`config.mk`:
```
export PLATFORM = sky130hd
export DESIGN_NAME = fifo_rd_unpack_flat
export DESIGN_NICKNAME = d
export VERILOG_FILES = /design/src/rtl/fifo_rd_unpack_if.sv /design/src/rtl/fifo_rd_unpack.sv /design/src/flat_wrapper.sv
export SDC_FILE = /design/constraint.sdc
export NUM_CORES = 1
export LEC_CHECK = 0
export ABC_CLOCK_PERIOD_IN_PS = 2100
export CAP_MARGIN = 20
export CORE_ASPECT_RATIO = 1.2
export CORE_UTILIZATION = 25
export CTS_CLUSTER_SIZE = 8
export DETAILED_ROUTE_END_ITERATION = 7
export SETUP_SLACK_MARGIN = 0.3
export SLEW_MARGIN = 40
export SYNTH_ARGS = -nofsm -noshare
export SYNTH_HDL_FRONTEND = slang
export SYNTH_SLANG_ARGS = --single-unit
```
`constraint.sdc`:
```
create_clock -name rclk -period 2.1 [get_ports rclk]
set_clock_uncertainty 0.15 [all_clocks]
set_input_delay 0.315 -clock rclk [delete_from_list [all_inputs] [get_ports rclk]]
set_output_delay 0.315 -clock rclk [all_outputs]
set_load 0.01 [all_outputs]
```
`src/rtl/fifo_rd_unpack_if.sv`:
```
// fifo_rd_unpack_if: FIFO read-side and output-stream signals of the unpacker.
//   rdata/rempty/rinc     : FIFO head word, empty flag, pop strobe
//   m_data/m_valid/m_ready/m_last : narrow output beat stream
//   word_cnt              : running count of popped words
// master = unpacker view, slave = FIFO/consumer view.
interface fifo_rd_unpack_if #(
  parameter int unsigned DSIZE = 32,
  parameter int unsigned OSIZE = 8,
  parameter int unsigned CNT_W = 16
);
  logic [DSIZE-1:0] rdata;
  logic             rempty;
  logic             rinc;
  logic [OSIZE-1:0] m_data;
  logic             m_valid;
  logic             m_ready;
  logic             m_last;
  logic [CNT_W-1:0] word_cnt;

  modport master (
    input  rdata, rempty, m_ready,
    output rinc, m_data, m_valid, m_last, word_cnt
  );

  modport slave (
    output rdata, rempty, m_ready,
    input  rinc, m_data, m_valid, m_last, word_cnt
  );
endinterface

```
`src/rtl/fifo_rd_unpack.sv`:
```
// fifo_rd_unpack: pops DSIZE-bit words from the async FIFO read port and emits
// each as DSIZE/OSIZE narrow beats on a valid/ready stream, counting pops.
//   rclk   : read-domain clock
//   rrst_n : synchronous active-low reset
//   bus    : FIFO read port (rdata/rempty/rinc), beat stream
//            (m_data/m_valid/m_ready/m_last) and popped-word count (word_cnt)
// rinc is combinational (m_ready -> rinc) so the next word reloads in the same
// cycle the last lane is accepted, giving one beat per cycle with no bubble.
module fifo_rd_unpack #(
  parameter int unsigned DSIZE     = 32,
  parameter int unsigned OSIZE     = 8,
  parameter bit          LSB_FIRST = 1'b1,
  parameter int unsigned CNT_W     = 16
) (
  input  logic             rclk,
  input  logic             rrst_n,
  fifo_rd_unpack_if.master bus
);

  localparam int unsigned RATIO  = DSIZE / OSIZE;
  localparam int unsigned LANE_W = (RATIO > 1) ? $clog2(RATIO) : 1;

  typedef enum logic {
    ST_EMPTY = 1'b0,
    ST_HOLD  = 1'b1
  } state_t;

  state_t              r_state;
  state_t              w_next_state;
  logic [DSIZE-1:0]    r_word;
  logic [LANE_W-1:0]   r_lane;
  logic [CNT_W-1:0]    r_cnt;
  logic                w_rinc;
  logic                w_last;
  logic                w_accept;
  logic [LANE_W-1:0]   w_sel;
  logic [DSIZE-1:0]    w_shifted;

  assign w_last   = (r_state == ST_HOLD) && (r_lane == LANE_W'(RATIO - 1));
  assign w_accept = (r_state == ST_HOLD) && bus.m_ready;

  // State register
  always_ff @(posedge rclk) begin
    if (!rrst_n) begin
      r_state <= ST_EMPTY;
    end else begin
      r_state <= w_next_state;
    end
  end

  // Next state and pop strobe; a pop is only possible when the word register
  // is free or is being freed by acceptance of its last lane.
  always_comb begin
    w_next_state = r_state;
    w_rinc       = 1'b0;
    case (r_state)
      ST_EMPTY: begin
        w_rinc = rrst_n & ~bus.rempty;
        if (w_rinc) w_next_state = ST_HOLD;
      end
      ST_HOLD: begin
        if (bus.m_ready && w_last) begin
          w_rinc       = rrst_n & ~bus.rempty;
          w_next_state = w_rinc ? ST_HOLD : ST_EMPTY;
        end
      end
      default: w_next_state = ST_EMPTY;
    endcase
  end

  // Word register, lane index and pop counter
  always_ff @(posedge rclk) begin
    if (!rrst_n) begin
      r_word <= '0;
      r_lane <= '0;
      r_cnt  <= '0;
    end else if (w_rinc) begin
      r_word <= bus.rdata;
      r_lane <= '0;
      r_cnt  <= r_cnt + CNT_W'(1);
    end else if (w_accept && !w_last) begin
      r_lane <= r_lane + LANE_W'(1);
    end
  end

  // Lane select: lane 0 maps to the low slice (LSB first) or the high slice.
  assign w_sel     = LSB_FIRST ? r_lane : (LANE_W'(RATIO - 1) - r_lane);
  assign w_shifted = r_word >> (32'(w_sel) * OSIZE);

  assign bus.rinc     = w_rinc;
  assign bus.m_valid  = (r_state == ST_HOLD);
  assign bus.m_last   = w_last;
  assign bus.m_data   = w_shifted[OSIZE-1:0];
  assign bus.word_cnt = r_cnt;

endmodule
```
`src/flat_wrapper.sv`:
```
// flat-port wrapper written by rule: the top's interface ports become plain ports
module fifo_rd_unpack_flat 
#(
  parameter int unsigned DSIZE     = 32,
  parameter int unsigned OSIZE     = 8,
  parameter bit          LSB_FIRST = 1'b1,
  parameter int unsigned CNT_W     = 16
)
  (rclk, rrst_n, bus_rdata, bus_rempty, bus_m_ready, bus_rinc, bus_m_data, bus_m_valid, bus_m_last, bus_word_cnt);
  fifo_rd_unpack_if #(.DSIZE(DSIZE), .OSIZE(OSIZE), .CNT_W(CNT_W)) bus_i ();
  input  logic rclk;
  input  logic rrst_n;
  input wire logic [$bits(bus_i.rdata)-1:0] bus_rdata;
  input wire logic [$bits(bus_i.rempty)-1:0] bus_rempty;
  input wire logic [$bits(bus_i.m_ready)-1:0] bus_m_ready;
  output wire logic [$bits(bus_i.rinc)-1:0] bus_rinc;
  output wire logic [$bits(bus_i.m_data)-1:0] bus_m_data;
  output wire logic [$bits(bus_i.m_valid)-1:0] bus_m_valid;
  output wire logic [$bits(bus_i.m_last)-1:0] bus_m_last;
  output wire logic [$bits(bus_i.word_cnt)-1:0] bus_word_cnt;
  assign bus_i.rdata = bus_rdata;
  assign bus_i.rempty = bus_rempty;
  assign bus_i.m_ready = bus_m_ready;
  assign bus_rinc = bus_i.rinc;
  assign bus_m_data = bus_i.m_data;
  assign bus_m_valid = bus_i.m_valid;
  assign bus_m_last = bus_i.m_last;
  assign bus_word_cnt = bus_i.word_cnt;
  fifo_rd_unpack #(.DSIZE(DSIZE), .OSIZE(OSIZE), .LSB_FIRST(LSB_FIRST), .CNT_W(CNT_W)) u_core (.rclk(rclk), .rrst_n(rrst_n), .bus(bus_i));
endmodule
```
==> reports/metrics.yaml <==
run_status:
  status: "finished, final reports clean"
yosys:
  ys_types: 35
  syn-instance-count: 252
  synth.avg_cell_area_um2: 8.63
  synth_area_um2: 2180
  ys_ff_latch: 51
  ys_seq_area_share_pct: 46.9
  synth_edf_count: 0
  syn_nets: 290
  synth_flop_cell: "dfxtp_1"
  synth_warnings: 0
  synthArstFlopShare_pct: 0
  yosys-top-cells-area: "dfxtp_1, nand2_1, mux4_2"
  yosys.area.top_type_share_pct: 46.9
  synth_area_leader_cell: "dfxtp_1"
routing:
  drc: 0
  via_per_inst: 4.55
  vias: 2039
  ant_nets: 0
  dr.pass1.iters: 4
  wl_mm: 6.08
  drt_iter0_markers: 49
  wl_per_cell_um: 13.6
finish:
  drive_above_1_share_pct: 24.6
  final_common_cell: "nand2_1"
  postLayoutCellArea_um2: 3440
  syn2layout_area_growth_pct: 57.9
  antennaDiodeCount: 0
  layout.nets: 371
  layout_common_cells: "nand2_1, clkdlybuf4s50_1, dfxtp_1"
global_routing:
  grt_pass1_wl_mm: 8.87
  grt_pass1_vias: 1811
  grt_overflow_total: 0
  track_usage_pct: 12.6
  grt_max_degree: 46
  antenna_found_initial: 0
sta:
  slew_headroom_pct: 64.4
  rsz0062_at_grt: "yes"
  slew_violations: 0
  whs_ns: 0.305
  period_share_pct: 96.9
  hold_viol: 0
  tightestPinTransition_ns: 0.533
  period_needed_ns: 2.04
  max_freq_ghz: 0.491
  finalSetupViolations: 0
placement:
  dp_hpwl_mm: 3.90
  numPortBuffers: 62
  dpl_cell_area_um2: 3010
  gp_congestion: 0.745
min_path:
  holdPathStages: 2
  hp-class: "reg -> reg"
clock_tree:
  clk_latency_ns: 0.31
  clockBufferDepth: 2
  clock-sinks: 51
  cts-buffers-inserted: 5
  hold_buffers: 0
  cts-root-buf: "clkbuf_8"
  clk_pin_slew_worst_paths_ns: 0.09
  htreeDepth: 2
  cts_tree: "yes"
worst_setup_path:
  crit_type: "reg -> out"
  r2r.worst_path.cells: 9
  startpoint_type: "flip-flop"
  critPathRequiredTime_ns: 1.63
  worstSetupEndpointType: "primary output"
  cp_max_fo: 4
  arrival_ns: 1.57
floorplanning:
  dieArea_um2: 9080
  pin_count: 63
  die_x_um: 87.2
  core-area_um2: 8290
  chipHeight_um: 104
  start_util_pct: 26.3
  rows: 36
power_and_ir_drop:
  irDropWorstVdd_mv: 0.237
  p_leak_nw: 1.25
  power_density_nw_per_um2: 568
job:
  maxCapViolations: 0
==> through the flow <==
step / std cells / setup WS [ns] / TNS, ns / total power, mW / util (%)
CTS: 443 / 0.0467 / 0 / 1.95 / 38.9
finish: 448 / 0.0644 / 0 / 1.95 / 41.5
global placement: 429 / -0.0176 / -0.174 / 1.31 / 36.3
detailed placement: 429 / -0.0628 / -0.539 / 1.32 / 36.3
floorplan: 252 / 0.387 / 0 / 1.17 / -
global route: 448 / 0.0172 / 0 / 2.05 / 41.5
==> power breakdown <==
part / internal, mW / switching, mW
clock network: 0.245 / 0.357
logic: 0.181 / 0.124
registers: 1.01 / 0.0290
total: 1.44 / 0.510
==> cell type report <==
class / instances / area [µm²]
flip-flops and latches: 51 / 1040
well taps: 114 / 143
inverters: 2 / 7.51
clock inverters: 3 / 27.5
repair buffers: 89 / 933
clock buffers: 5 / 68.8
multi-input cells: 184 / 1220
fillers: 827 / 4850
==> worst max-delay path, stage by stage, from the launching register on <==
cell,delay (ns)
dfxtp_4,0.39
buf_12,0.11
buf_16,0.10
mux4_2,0.53
buf_6,0.14
==> routing by layer <==
metal	global-route usage [%]	wire, µm	vias up
met2	20.1	2990	43
met1	16.3	2730	956
met3	3.10	267	7
li1	-	-	1033
met5	0	0	-
met4	4.57	92	0
==> Yosys cell counts, types with 4 or more instances <==
cell type   n
a21oi_1     8
clkbuf_1    8
dfxtp_1    51
mux4_2      8
nand2_1    72
nand3_1     4
nand4_1     6
nor2_1     10
o21ai_0     5
o21ai_1    35
or3_1       6
xnor2_1     5
==> worst paths after layout <==
check	end	start	slack [ns]
setup reg to reg	u_core.bus.word_cnt[5]	u_core.r_lane[0]	0.31
hold / removal	u_core.r_word[23]	u_core.r_word[23]	0.30
hold reg to reg	u_core.r_word[23]	u_core.r_word[23]	0.30
setup / recovery	bus_m_data[6]	u_core.r_lane[0]	0.06
==> repair_timing <==
action | in CTS | in global routing
gates cloned | 1 | 2
pin swaps | 2 | 17
hold endpoints to repair | 0 | 0
setup buffers | 5 | 3
resized for setup | 63 | 33
endpoints found under the setup margin | 29 | 37
==> registers in the layout, indices dropped and copies added (netlist names) <==
signal               flops
u_core.r_word           32
u_core.bus.word_cnt     16
u_core.bus.m_valid       1
u_core.r_lane            2
==> logic make-up after synthesis <==
| family | synth area share, % |
|---|---|
| AO/OA/AOI/OAI | 12.2 |
| XOR/XNOR | 3.22 |
| adder cells (fa/ha/maj) | 1.15 |
| buffers and inverters | 3.45 |
| flip-flops | 46.9 |
| multiplexers | 9.20 |
| AND/OR/NAND/NOR | 23.9 |
Note: power is estimated with default switching activity, not from simulation.
==> patch 1, RTL diff (config.mk and constraints unchanged) <==
`LSB_FIRST` is set to 1'b1 in 2 places; all go to 1'b0.
--- a/src/rtl/fifo_rd_unpack.sv
+++ b/src/rtl/fifo_rd_unpack.sv
@@ -11,3 +11,3 @@
   parameter int unsigned OSIZE     = 8,
-  parameter bit          LSB_FIRST = 1'b1,
+  parameter bit          LSB_FIRST = 1'b0,
   parameter int unsigned CNT_W     = 16
--- a/src/flat_wrapper.sv
+++ b/src/flat_wrapper.sv
@@ -5,3 +5,3 @@
   parameter int unsigned OSIZE     = 8,
-  parameter bit          LSB_FIRST = 1'b1,
+  parameter bit          LSB_FIRST = 1'b0,
   parameter int unsigned CNT_W     = 16
Function: changed (a bounded check fails within 4 cycles, from zero or initial values and one cycle with rrst_n low).
==> patch 1 against the original RTL <==
Power down 5.4%. Clock power down 9.5%. Synthesized cell count down 1.2%. Final cell count down 1.8%. Routed wire length down 9.5%. Hold slack better by 3.7 ps. Worst setup slack better by 17 ps. Area after synthesis down 0.92%. Sequential share of layout area up 1.1 points. Design area down 3.1%. Sequential cell count unchanged.
==> patch 1: results (changes against the original RTL) <==
layout-drive-gt1-share_pct: 23.3  # -1.2 points
grt_max_degree: 33  # -28%
critPathArrivalTime_ps: 1550  # -20 ps
via_count: 1964  # -3.7%
seq_area_frac_synth_pct: 47.4  # +0.44 points
nNetsFinal: 363  # -2.2%
insertedDiodeCount: 0  # unchanged
clk-insertion-delay-late_ps: 300
hold_path_class: "reg2reg"
ir_drop_uv: 275  # +16%
grt_pass1_wl_um: 9180  # +3.5%
track_usage_pct: 12.9  # +0.31 points
worstRegToRegCells: 6  # -3
fillerInstances: 833  # +0.73%
drtIter0Drc: 53  # +8.2%
run_status: "finished clean"
crit-reg2reg-capture: "u_core.bus.word_cnt[13]"
slew_headroom_pct: 83.9  # +20 points
critPathLaunch: "u_core.r_lane[1]"
synthTopCellsByCount: "nand2_1 (72), dfxtp_1 (51), o21ai_0 (38)"
reg2reg_setup_slack_ps: 150  # -160 ps
period_share_pct: 96.1  # -0.83 points
p_comb_share_pct: 14.2  # -1.5 points
synth_area_leaders: "dfxtp_1 (47%), nand2_1 (13%), o21ai_0 (8.8%), mux4_2 (8.4%), xnor2_1 (2.4%)"
gp_congestion: 0.816  # +9.4%
critPathMaxStageDelay_ps: 510  # -20 ps
p_sw_share_pct: 24.5  # -1.6 points
wl_per_cell_um: 12.5  # -7.9%
syn_nets: 287  # -1.0%
dp_hpwl_um: 3930  # +0.75%
p_leak_nw: 1.24  # -0.53%
synth_cell_type_count: 32  # -8.6%
[patch 1: cell types whose count changed after synthesis, sizes merged, moves of 2 or more]
| cell | delta |
|---|---|
| or4 | +3 |
| or3 | -2 |
| nand4 | -2 |
| a21oi | -3 |
| clkbuf | +6 |
| o21ai | -2 |
| and3 | -3 |
| buf | -5 |
[patch 1: how the worst min path moves through the flow]
stage                      startpoint           endpoint  slack, ps  depth (start not counted)
CTS                 u_core.r_word[19]  u_core.r_word[19]        310                          2
finish              u_core.r_word[18]  u_core.r_word[18]        310                          2
global placement    u_core.r_word[19]  u_core.r_word[19]        290                          2
global route        u_core.r_word[22]  u_core.r_word[22]        320                          2
detailed placement  u_core.r_word[19]  u_core.r_word[19]        300                          2
floorplan                bus_rdata[0]   u_core.r_word[0]        270                          2
[patch 1: kinds of logic (layout without fill, tap and decap cells)]
| kind of cell | count (synthesis) | in the layout | share of synthesized area, % |
|---|---|---|---|
| buffers and inverters | 19 | 96 | 3.42 |
| AO/OA/AOI/OAI | 46 | 46 | 11.5 |
| adder cells (fa/ha/maj) | 2 | 2 | 1.16 |
| XOR/XNOR | 8 | 8 | 3.25 |
| multiplexers | 11 | 11 | 9.75 |
| AND/OR/NAND/NOR | 112 | 112 | 23.5 |
| flip-flops | 51 | 51 | 47.4 |
[patch 1: layout make-up]
type	count	area [sq um]	area share [%]
Clock buffer	5	68.8	2.07
Tap cell	114	143	4.29
Multi-Input combinational cell	179	1180	35.4
Sequential cell	51	1040	31.3
Clock inverter	3	15.0	0.451
Timing Repair Buffer	85	872	26.2
Inverter	3	11.3	0.338
[patch 1: per-stage QoR]
| step | hold WS, ps | area [sq um] | instances | power, mW |
|---|---|---|---|---|
| 2_1_floorplan | 274 | 2210 | 249 | 1.16 |
| 3_3_place_gp | 292 | 3040 | 426 | 1.31 |
| 3_5_place_dp | 297 | 3040 | 426 | 1.31 |
| 4_1_cts | 312 | 3210 | 440 | 1.86 |
| 5_1_grt | 320 | 3330 | 440 | 1.95 |
| 6_report | 308 | 3330 | 440 | 1.85 |
[patch 1: power groups by stage]
stage	combinational (mW)	clock (mW)	sequential, mW
2_1_floorplan	0.105	0	1.06
3_3_place_gp	0.246	0	1.06
3_5_place_dp	0.248	0	1.06
4_1_cts	0.251	0.570	1.04
5_1_grt	0.288	0.615	1.04
6_report	0.262	0.545	1.04
[patch 1: timing repair]
item	CTS	global route
pin swaps	4	1
buffers inserted	5	0
cloned	1	0
endpoints found under the setup margin	36	55
resized for setup	60	27
[patch 1: layer usage]
| metal | vias to the layer above | GRT usage, % | part of all wire, % |
|---|---|---|---|
| met1 | 898 | 15.8 | 45 |
| met5 | - | 0 | 0 |
| met4 | 0 | 3.21 | 1.1 |
| met3 | 8 | 2.87 | 4.4 |
| met2 | 56 | 22.6 | 49 |
| li1 | 1002 | - | - |
==> patch 2, RTL diff (same flow settings) <==
Made on the original files. Make the reset (`rrst_n`) asynchronous in 2 clocked blocks. Comments in the files are not updated.
--- a/src/rtl/fifo_rd_unpack.sv
+++ b/src/rtl/fifo_rd_unpack.sv
@@ -42,3 +42,3 @@
   // State register
-  always_ff @(posedge rclk) begin
+  always_ff @(posedge rclk or negedge rrst_n) begin
     if (!rrst_n) begin
@@ -71,3 +71,3 @@
   // Word register, lane index and pop counter
-  always_ff @(posedge rclk) begin
+  always_ff @(posedge rclk or negedge rrst_n) begin
     if (!rrst_n) begin
Check against the original RTL: differs if rrst_n is asserted again (counterexample within 4 cycles, from zero or initial values and one cycle with rrst_n low); with rrst_n held inactive, the same outputs for 10 cycles.
==> patch 2 against the original RTL <==
First-iteration DRC count fell by 35%. Worst setup slack got worse by 40 ps. Hold slack got worse by 300 ps. Area after synthesis rose by 7.4%. Register-to-register slack got worse by 100 ps. Sequential cell count did not move. Global-route usage fell by 1.7 points. Critical endpoint unchanged. Design area rose by 2.4%. Critical path type unchanged. Routed wire length fell by 16%.
Power is not compared: it rests on default switching activity, and its combinational part moved more than twofold at a synthesized area within 25%.
==> patch 2: results (changes against the original RTL) <==
run_status: "finished clean"
placedCellCount: 338  # -21%
holdWs_ps: 7.15  # -297 ps
drtIter0Drc: 32  # -35%
slew_headroom_pct: 57.1  # -7.3 points
syn_nets: 191  # -34%
wl_met3_um: 180  # -33%
wl_met2_um: 2600  # -13%
reg2reg_setup_slack_ps: 210  # -100 ps
grt_pass1_wl_um: 8210  # -7.5%
place_ws_ps: -34.1  # +28.7 ps
synthArstFlopShare_pct: 100  # +100 points
synth_area_leaders: "dfrtp_1 (55%), mux2_2 (16%), mux4_2 (7.7%), xor2_1 (3.4%), xnor2_1 (2.2%)"
critPathMaxStageDelay_ps: 510  # -20 ps
cts.repair.resized: 64  # +1.6%
gp_congestion: 0.753  # +0.99%
gr-usage-met3_pct: 2.33  # -0.76 points
vias_per_cell: 4.29  # -5.8%
critPathArrivalTime_ps: 1610  # +40 ps
synth_cell_type_count: 30  # -14%
synth_flop_cell: "dfrtp_1"
yosys.area_share.xor_xnor_pct: 6.32  # +3.1 points
synthTopCellsByCount: "dfrtp_1 (51), mux2_2 (33), xor2_1 (9)"
wl_per_cell_um: 14.0  # +3.2%
muxShareOfSynthArea_pct: 24.0  # +15 points
synthAdderAreaFrac_pct: 1.07  # -0.079 points
fillerInstances: 864  # +4.5%
layout-drive-gt1-share_pct: 45.3  # +21 points
hold_path_class: "in2async"
via_count: 1557  # -24%
worstRegToRegCells: 8  # -1
track_usage_pct: 10.9  # -1.7 points
met2_usage_pct: 19.1  # -0.99 points
cts_setup_buffers: 6  # +1
r2r_start: "u_core.r_lane[0]"
postPlaceCellArea_sq_mm: 0.00314  # +4.2%
patch 2: cell count changes after synthesis, sizes merged, moves of 3 or more:
cell and change:
a21oi -8, dfrtp +51, or3 -6, nand2 -64
o21ai -40, mux2 +33, nor2 -5, nand3 -3
clkbuf -8, dfxtp -51, xor2 +7
patch 2: power breakdown:
group,internal (mW),switching [mW]
Combinational,1.30,0.697
Clock,0.234,0.327
Sequential,1.36,0.227
Total,2.90,1.25
patch 2: logic make-up (layout without fill, tap and decap cells):
logic type,Yosys count,count (layout)
buf+inv,6,96
compound gates,2,2
xor+xnor,16,16
fa+ha+maj,2,2
simple gates,34,34
flops,51,51
mux,42,42
patch 2: area by class of cell:
cell class | instances | area (sq um) | area share [%]
flip-flops and latches | 51 | 1290 | 36.5
multi-input cells | 96 | 1040 | 29.6
repair buffers | 88 | 957 | 27.2
well taps | 120 | 150 | 4.27
clock buffers | 6 | 72.6 | 2.06
clock inverters | 2 | 12.5 | 0.355
